[config.mk]
export PLATFORM = sky130hd
export DESIGN_NAME = qif_neuron_array
export DESIGN_NICKNAME = d
export VERILOG_FILES = /design/src/rtl/qif_pkg.sv /design/src/rtl/qif_update.sv /design/src/rtl/qif_neuron_array.sv
export SDC_FILE = /design/constraint.sdc
export NUM_CORES = 1
export LEC_CHECK = 0
export ABC_AREA = 1
export CORE_MARGIN = 1
export CORE_UTILIZATION = 65
export DETAILED_ROUTE_END_ITERATION = 8
export GPL_ROUTABILITY_DRIVEN = 0
export PLACE_DENSITY = 0.9
export SETUP_SLACK_MARGIN = 0.5
export SLEW_MARGIN = 20
export SYNTH_ARGS = -nofsm -noshare
export SYNTH_HDL_FRONTEND = slang
export SYNTH_HIERARCHICAL = 1
export SYNTH_SLANG_ARGS = --single-unit
[constraint.sdc]
create_clock -name clk -period 15.3 [get_ports clk]
set_input_delay 3.06 -clock clk [delete_from_list [all_inputs] [get_ports clk]]
set_output_delay 3.06 -clock clk [all_outputs]
set_load 0.03 [all_outputs]
[src/rtl/qif_pkg.sv]
// qif_pkg: default dynamics constants, saturation helper and spike event type
// shared by the QIF neuron array and its update datapath.
// Optional feature macro used by the including files: QIF_REFRACTORY_EN.
package qif_pkg;

  localparam int QIF_BSHIFT = 2;
  localparam int QIF_QSHIFT = 4;
  localparam int QIF_VPEAK  = 50;
  localparam int QIF_VRESET = -20;

  // Widest channel index an event can carry; arrays up to 256 channels.
  localparam int QIF_EVT_CW = 8;

  typedef struct packed {
    logic                  valid;
    logic [QIF_EVT_CW-1:0] chan;
  } qif_evt_t;

  // Clamp x to the range of a w-bit two's-complement number (w <= 63).
  function automatic logic signed [63:0] sat_W(input logic signed [63:0] x, input int w);
    logic signed [63:0] hi;
    logic signed [63:0] lo;
    hi = (64'sd1 <<< (w - 1)) - 64'sd1;
    lo = -(64'sd1 <<< (w - 1));
    if (x > hi) return hi;
    if (x < lo) return lo;
    return x;
  endfunction

endpackage

[src/rtl/qif_update.sv]
// qif_update: combinational per-visit QIF datapath shared by all channels.
// Priority: refractory clamp (QIF_REFRACTORY_EN only), spike, integrate.
// Integration runs at 2W+2 signed bits so V*V never overflows before saturation.
module qif_update
  import qif_pkg::*;
#(
  parameter int W      = 8,
  parameter int BSHIFT = QIF_BSHIFT,
  parameter int QSHIFT = QIF_QSHIFT,
  parameter int VPEAK  = QIF_VPEAK,
  parameter int VRESET = QIF_VRESET
`ifdef QIF_REFRACTORY_EN
  ,
  parameter int REFRAC = 3,
  parameter int RCW    = 2
`endif
) (
  input  logic signed [W-1:0]   i_v,
  input  logic signed [W-1:0]   i_b,
`ifdef QIF_REFRACTORY_EN
  input  logic        [RCW-1:0] i_rcnt,
  output logic        [RCW-1:0] o_rcnt_next,
`endif
  output logic signed [W-1:0]   o_v_next,
  output logic                  o_spike
);

  localparam int SW = 2 * W + 2;

  logic signed [SW-1:0] w_v;
  logic signed [SW-1:0] w_sum;

  assign w_v   = SW'(i_v);
  assign w_sum = w_v + (SW'(i_b) >>> BSHIFT) + ((w_v * w_v) >>> QSHIFT);

  // Select next V (and refractory count) for the visited channel.
  always_comb begin
    o_spike  = 1'b0;
    o_v_next = W'(sat_W(64'(w_sum), W));
`ifdef QIF_REFRACTORY_EN
    o_rcnt_next = i_rcnt;
    if (i_rcnt != '0) begin
      o_v_next    = W'(VRESET);
      o_rcnt_next = i_rcnt - RCW'(1);
    end else if (i_v >= W'(VPEAK)) begin
      o_v_next    = W'(VRESET);
      o_rcnt_next = RCW'(REFRAC);
      o_spike     = 1'b1;
    end
`else
    if (i_v >= W'(VPEAK)) begin
      o_v_next = W'(VRESET);
      o_spike  = 1'b1;
    end
`endif
  end

endmodule

[src/rtl/qif_neuron_array.sv]
// qif_neuron_array: N_CHAN time-multiplexed QIF neurons, one channel updated
// per enabled cycle in round-robin order, spikes emitted as (valid, chan).
// Define QIF_REFRACTORY_EN to hold a spiking channel at VRESET for REFRAC visits.
module qif_neuron_array
  import qif_pkg::*;
#(
  parameter int N_CHAN = 4,
  parameter int W      = 8,
  parameter int BSHIFT = QIF_BSHIFT,
  parameter int QSHIFT = QIF_QSHIFT,
  parameter int VPEAK  = QIF_VPEAK,
  parameter int VRESET = QIF_VRESET,
  parameter int REFRAC = 3,
  localparam int CW    = $clog2(N_CHAN)
) (
  input  logic                clk,
  input  logic                rst_n,   // active-high synchronous reset
  input  logic                ena,
  input  logic                b_we,
  input  logic [CW-1:0]       b_addr,
  input  logic signed [W-1:0] b_data,
  output logic                spike_valid,
  output logic [CW-1:0]       spike_chan,
  output logic                frame_done,
  input  logic [CW-1:0]       v_sel,
  output logic signed [W-1:0] v_out
);

`ifdef QIF_REFRACTORY_EN
  localparam int RCW = (REFRAC > 0) ? $clog2(REFRAC + 1) : 1;
  logic [N_CHAN-1:0][RCW-1:0] r_rcnt;
  logic [RCW-1:0]             w_rcnt_next;
`endif

  logic [N_CHAN-1:0][W-1:0] r_v;
  logic [N_CHAN-1:0][W-1:0] r_b;
  logic [CW-1:0]            r_ptr;
  logic signed [W-1:0]      w_v_next;
  logic                     w_spike;
  logic                     w_last;
  qif_evt_t                 w_evt;

  logic                     r_spike_valid;
  logic [CW-1:0]            r_spike_chan;
  logic                     r_frame_done;
  logic signed [W-1:0]      r_v_out;

  qif_update #(
    .W(W), .BSHIFT(BSHIFT), .QSHIFT(QSHIFT), .VPEAK(VPEAK), .VRESET(VRESET)
`ifdef QIF_REFRACTORY_EN
    , .REFRAC(REFRAC), .RCW(RCW)
`endif
  ) u_update (
    .i_v         (r_v[r_ptr]),
    .i_b         (r_b[r_ptr]),
`ifdef QIF_REFRACTORY_EN
    .i_rcnt      (r_rcnt[r_ptr]),
    .o_rcnt_next (w_rcnt_next),
`endif
    .o_v_next    (w_v_next),
    .o_spike     (w_spike)
  );

  assign w_evt  = '{valid: ena & w_spike, chan: QIF_EVT_CW'(r_ptr)};
  assign w_last = (w_evt.chan == QIF_EVT_CW'(N_CHAN - 1));

  // Commit the visited channel's state and advance the round-robin pointer.
  always_ff @(posedge clk) begin
    if (rst_n) begin
      for (int i = 0; i < N_CHAN; i++) r_v[i] <= W'(VRESET);
`ifdef QIF_REFRACTORY_EN
      r_rcnt <= '0;
`endif
      r_ptr <= '0;
    end else if (ena) begin
      r_v[r_ptr] <= w_v_next;
`ifdef QIF_REFRACTORY_EN
      r_rcnt[r_ptr] <= w_rcnt_next;
`endif
      r_ptr <= w_last ? '0 : r_ptr + CW'(1);
    end
  end

  // Host drive writes; a same-cycle visit has already read the old value.
  always_ff @(posedge clk) begin
    if (rst_n)     r_b <= '0;
    else if (b_we) r_b[b_addr] <= b_data;
  end

  // Registered event, frame marker and monitor read (sees same-cycle update).
  always_ff @(posedge clk) begin
    if (rst_n) begin
      r_spike_valid <= 1'b0;
      r_spike_chan  <= '0;
      r_frame_done  <= 1'b0;
      r_v_out       <= W'(VRESET);
    end else begin
      r_spike_valid <= w_evt.valid;
      if (w_evt.valid) r_spike_chan <= r_ptr;
      r_frame_done  <= ena & w_last;
      r_v_out       <= (ena && v_sel == r_ptr) ? w_v_next : r_v[v_sel];
    end
  end

  assign spike_valid = r_spike_valid;
  assign spike_chan  = r_spike_chan;
  assign frame_done  = r_frame_done;
  assign v_out       = r_v_out;

endmodule

==> metrics <==
Max clock buf depth=2; CP Data Arrival Time=8680 ps; cell depth of the worst setup path=40; post-synthesis average cell area=7.15 um2; synthesized netlist cell count=926; setup repair after global routing missed its margin=no; synth-to-layout area growth=7.37%; Starting DRT DRC Count=373; Startpoint Class=register; CP bufs+invs=10; setup violation total in the final timing report=0; total wire length after detailed routing=15700 um; Period Utilization, post-route=54.8%; Clk Latency, worst-skew pair=350 ps; status=complete, no violations; height of the die=103 um; Crit Path Class=reg -> reg; antenna violations before repair=0; hold_buf cts=0; via count of the first global-routing pass=5934; worst slew margin relative to its limit=42.0%; Post-CTS Setup Inserts=0; layout cell share with drive strength beyond 1=7.25%; via density per instance=5.59; wire length per cell=14.7 um; slowest stage cell on the critical path=sky130_fd_sc_hd__a21oi_1; path category of the worst min-delay check=reg -> reg; number of fill cells in the layout=788; FMAX=119 MHz; setup TNS=0 ps; post-layout net count=1049; hold path cells=2; final period demand of the worst path=8390 ps; number of antenna repair diodes=0; maximum level of the CTS H-tree=3; post-synthesis instance area=6620 um2; nets in the synthesized netlist=1042; total clock sinks=70; max-cap check violation count=0; DRC violation count after routing=0; global route overflow=0; Port-buffer cells=25; largest net degree at the start of global routing=54; critical path peak fanout=40; endpoint required time on the critical path=15590 ps; routed via count=5987; initial core utilization=67.4%; TritonCTS clock tree=yes; buffer cell driving the clock tree root=sky130_fd_sc_hd__clkbuf_8; DRT antenna net count=0; slowest cell delay on critical path=700 ps; CTS clk-pin slew, worst paths=90 ps; count of yosys warnings during synthesis=6; kind of capture point of the worst setup path=register; die footprint=10600 um2; core region area=9820 um2; worst-case clock skew=15.1 ps; number of iterations in the first detailed-routing pass=6; final count of pins violating max slew=0; Worst Max-Slew Pin Slew=870 ps; r2r worst-path depth=40; Chip Width=103 um; Resized Gates After CTS=0; CTS Buf Count=9; number of rows created at floorplan=36; critical path's top delay family=compound AO/OA/AOI/OAI gates; Global Route Usage Sum=32.4%; most used cell along the critical path=sky130_fd_sc_hd__inv_1; top-level port count=28; HPWL after detailed placement=11400 um; Final Hold Viols=0; first-pass GRT wire length=26500 um
-- worst reg2reg max path: cells and delay by family, from the launching register on --
kind	cells	cell delay, ps
compound gates	11	2790
xor+xnor	1	200
fa+ha+maj	7	2740
buf+inv	10	1220
flops	1	320
simple gates	11	1040
-- metrics by stage --
step           utilization (%)  instances  worst slack [ps]  area (um2)  hold slack (ps)
4_1_cts                   72.4       1071              7050        7110              445
2_1_floorplan                -        926              8130        6620              419
5_1_grt                   72.4       1071              6240        7110              465
3_5_place_dp              70.1       1055              7180        6890              435
3_3_place_gp              70.1       1055              7380        6890              429
6_report                  72.4       1071              6910        7110              445
-- cell type report --
type,instances,area (um2),share of cell area (%)
Clock buffer,10,128,1.80
Sequential cell,70,1400,19.7
Inverter,189,717,10.1
Timing Repair Buffer,34,318,4.47
Multi-Input combinational cell,629,4280,60.3
Clock inverter,6,93.8,1.32
Tap cell,133,166,2.34
-- cells in the final DEF (no fill, tap or decap), drive strengths merged --
master	count
nand3	45
nand2	203
clkinv	2
o21bai	2
xnor2	14
nor3	3
o21ai	54
a21oi	69
a22oi	5
dfxtp	70
nand4	8
buf	9
nor2	82
nand3b	1
inv	190
o22ai	9
or2	6
clkdlybuf4s50	25
bufinv	2
o211ai	15
a31oi	1
fa	55
a41o	1
ha	45
clkbuf	10
clkinvlp	1
xor2	11
-- flip-flops by register name, summed over array words and instances (netlist names) --
signal and flops:
r_v 32, frame_done 1, r_b 24, v_out 8, spike_chan 2, r_ptr 2
spike_valid 1
-- layer usage --
metal / wire length (um) / global-route usage (%) / up-vias / share of wire, %
li1: - / - / 2886 / -
met1: 6220 / 38.1 / 2758 / 40
met2: 7750 / 59.0 / 279 / 49
met3: 1230 / 5.15 / 64 / 7.8
met4: 512 / 13.0 / 0 / 3.3
met5: 0 / 0 / - / 0
-- worst paths after layout --
path / startpoint / slack, ps / end
setup reg to reg: r_ptr[0] / 6910 / r_v[1]
hold reg to reg: r_b[23] / 440 / r_b[23]
hold / removal: r_b[23] / 440 / r_b[23]
setup / recovery: r_ptr[0] / 6910 / r_v[1]
Power is not shown: default switching activity piles up to over one toggle a cycle in this logic, so the estimate is an artifact.
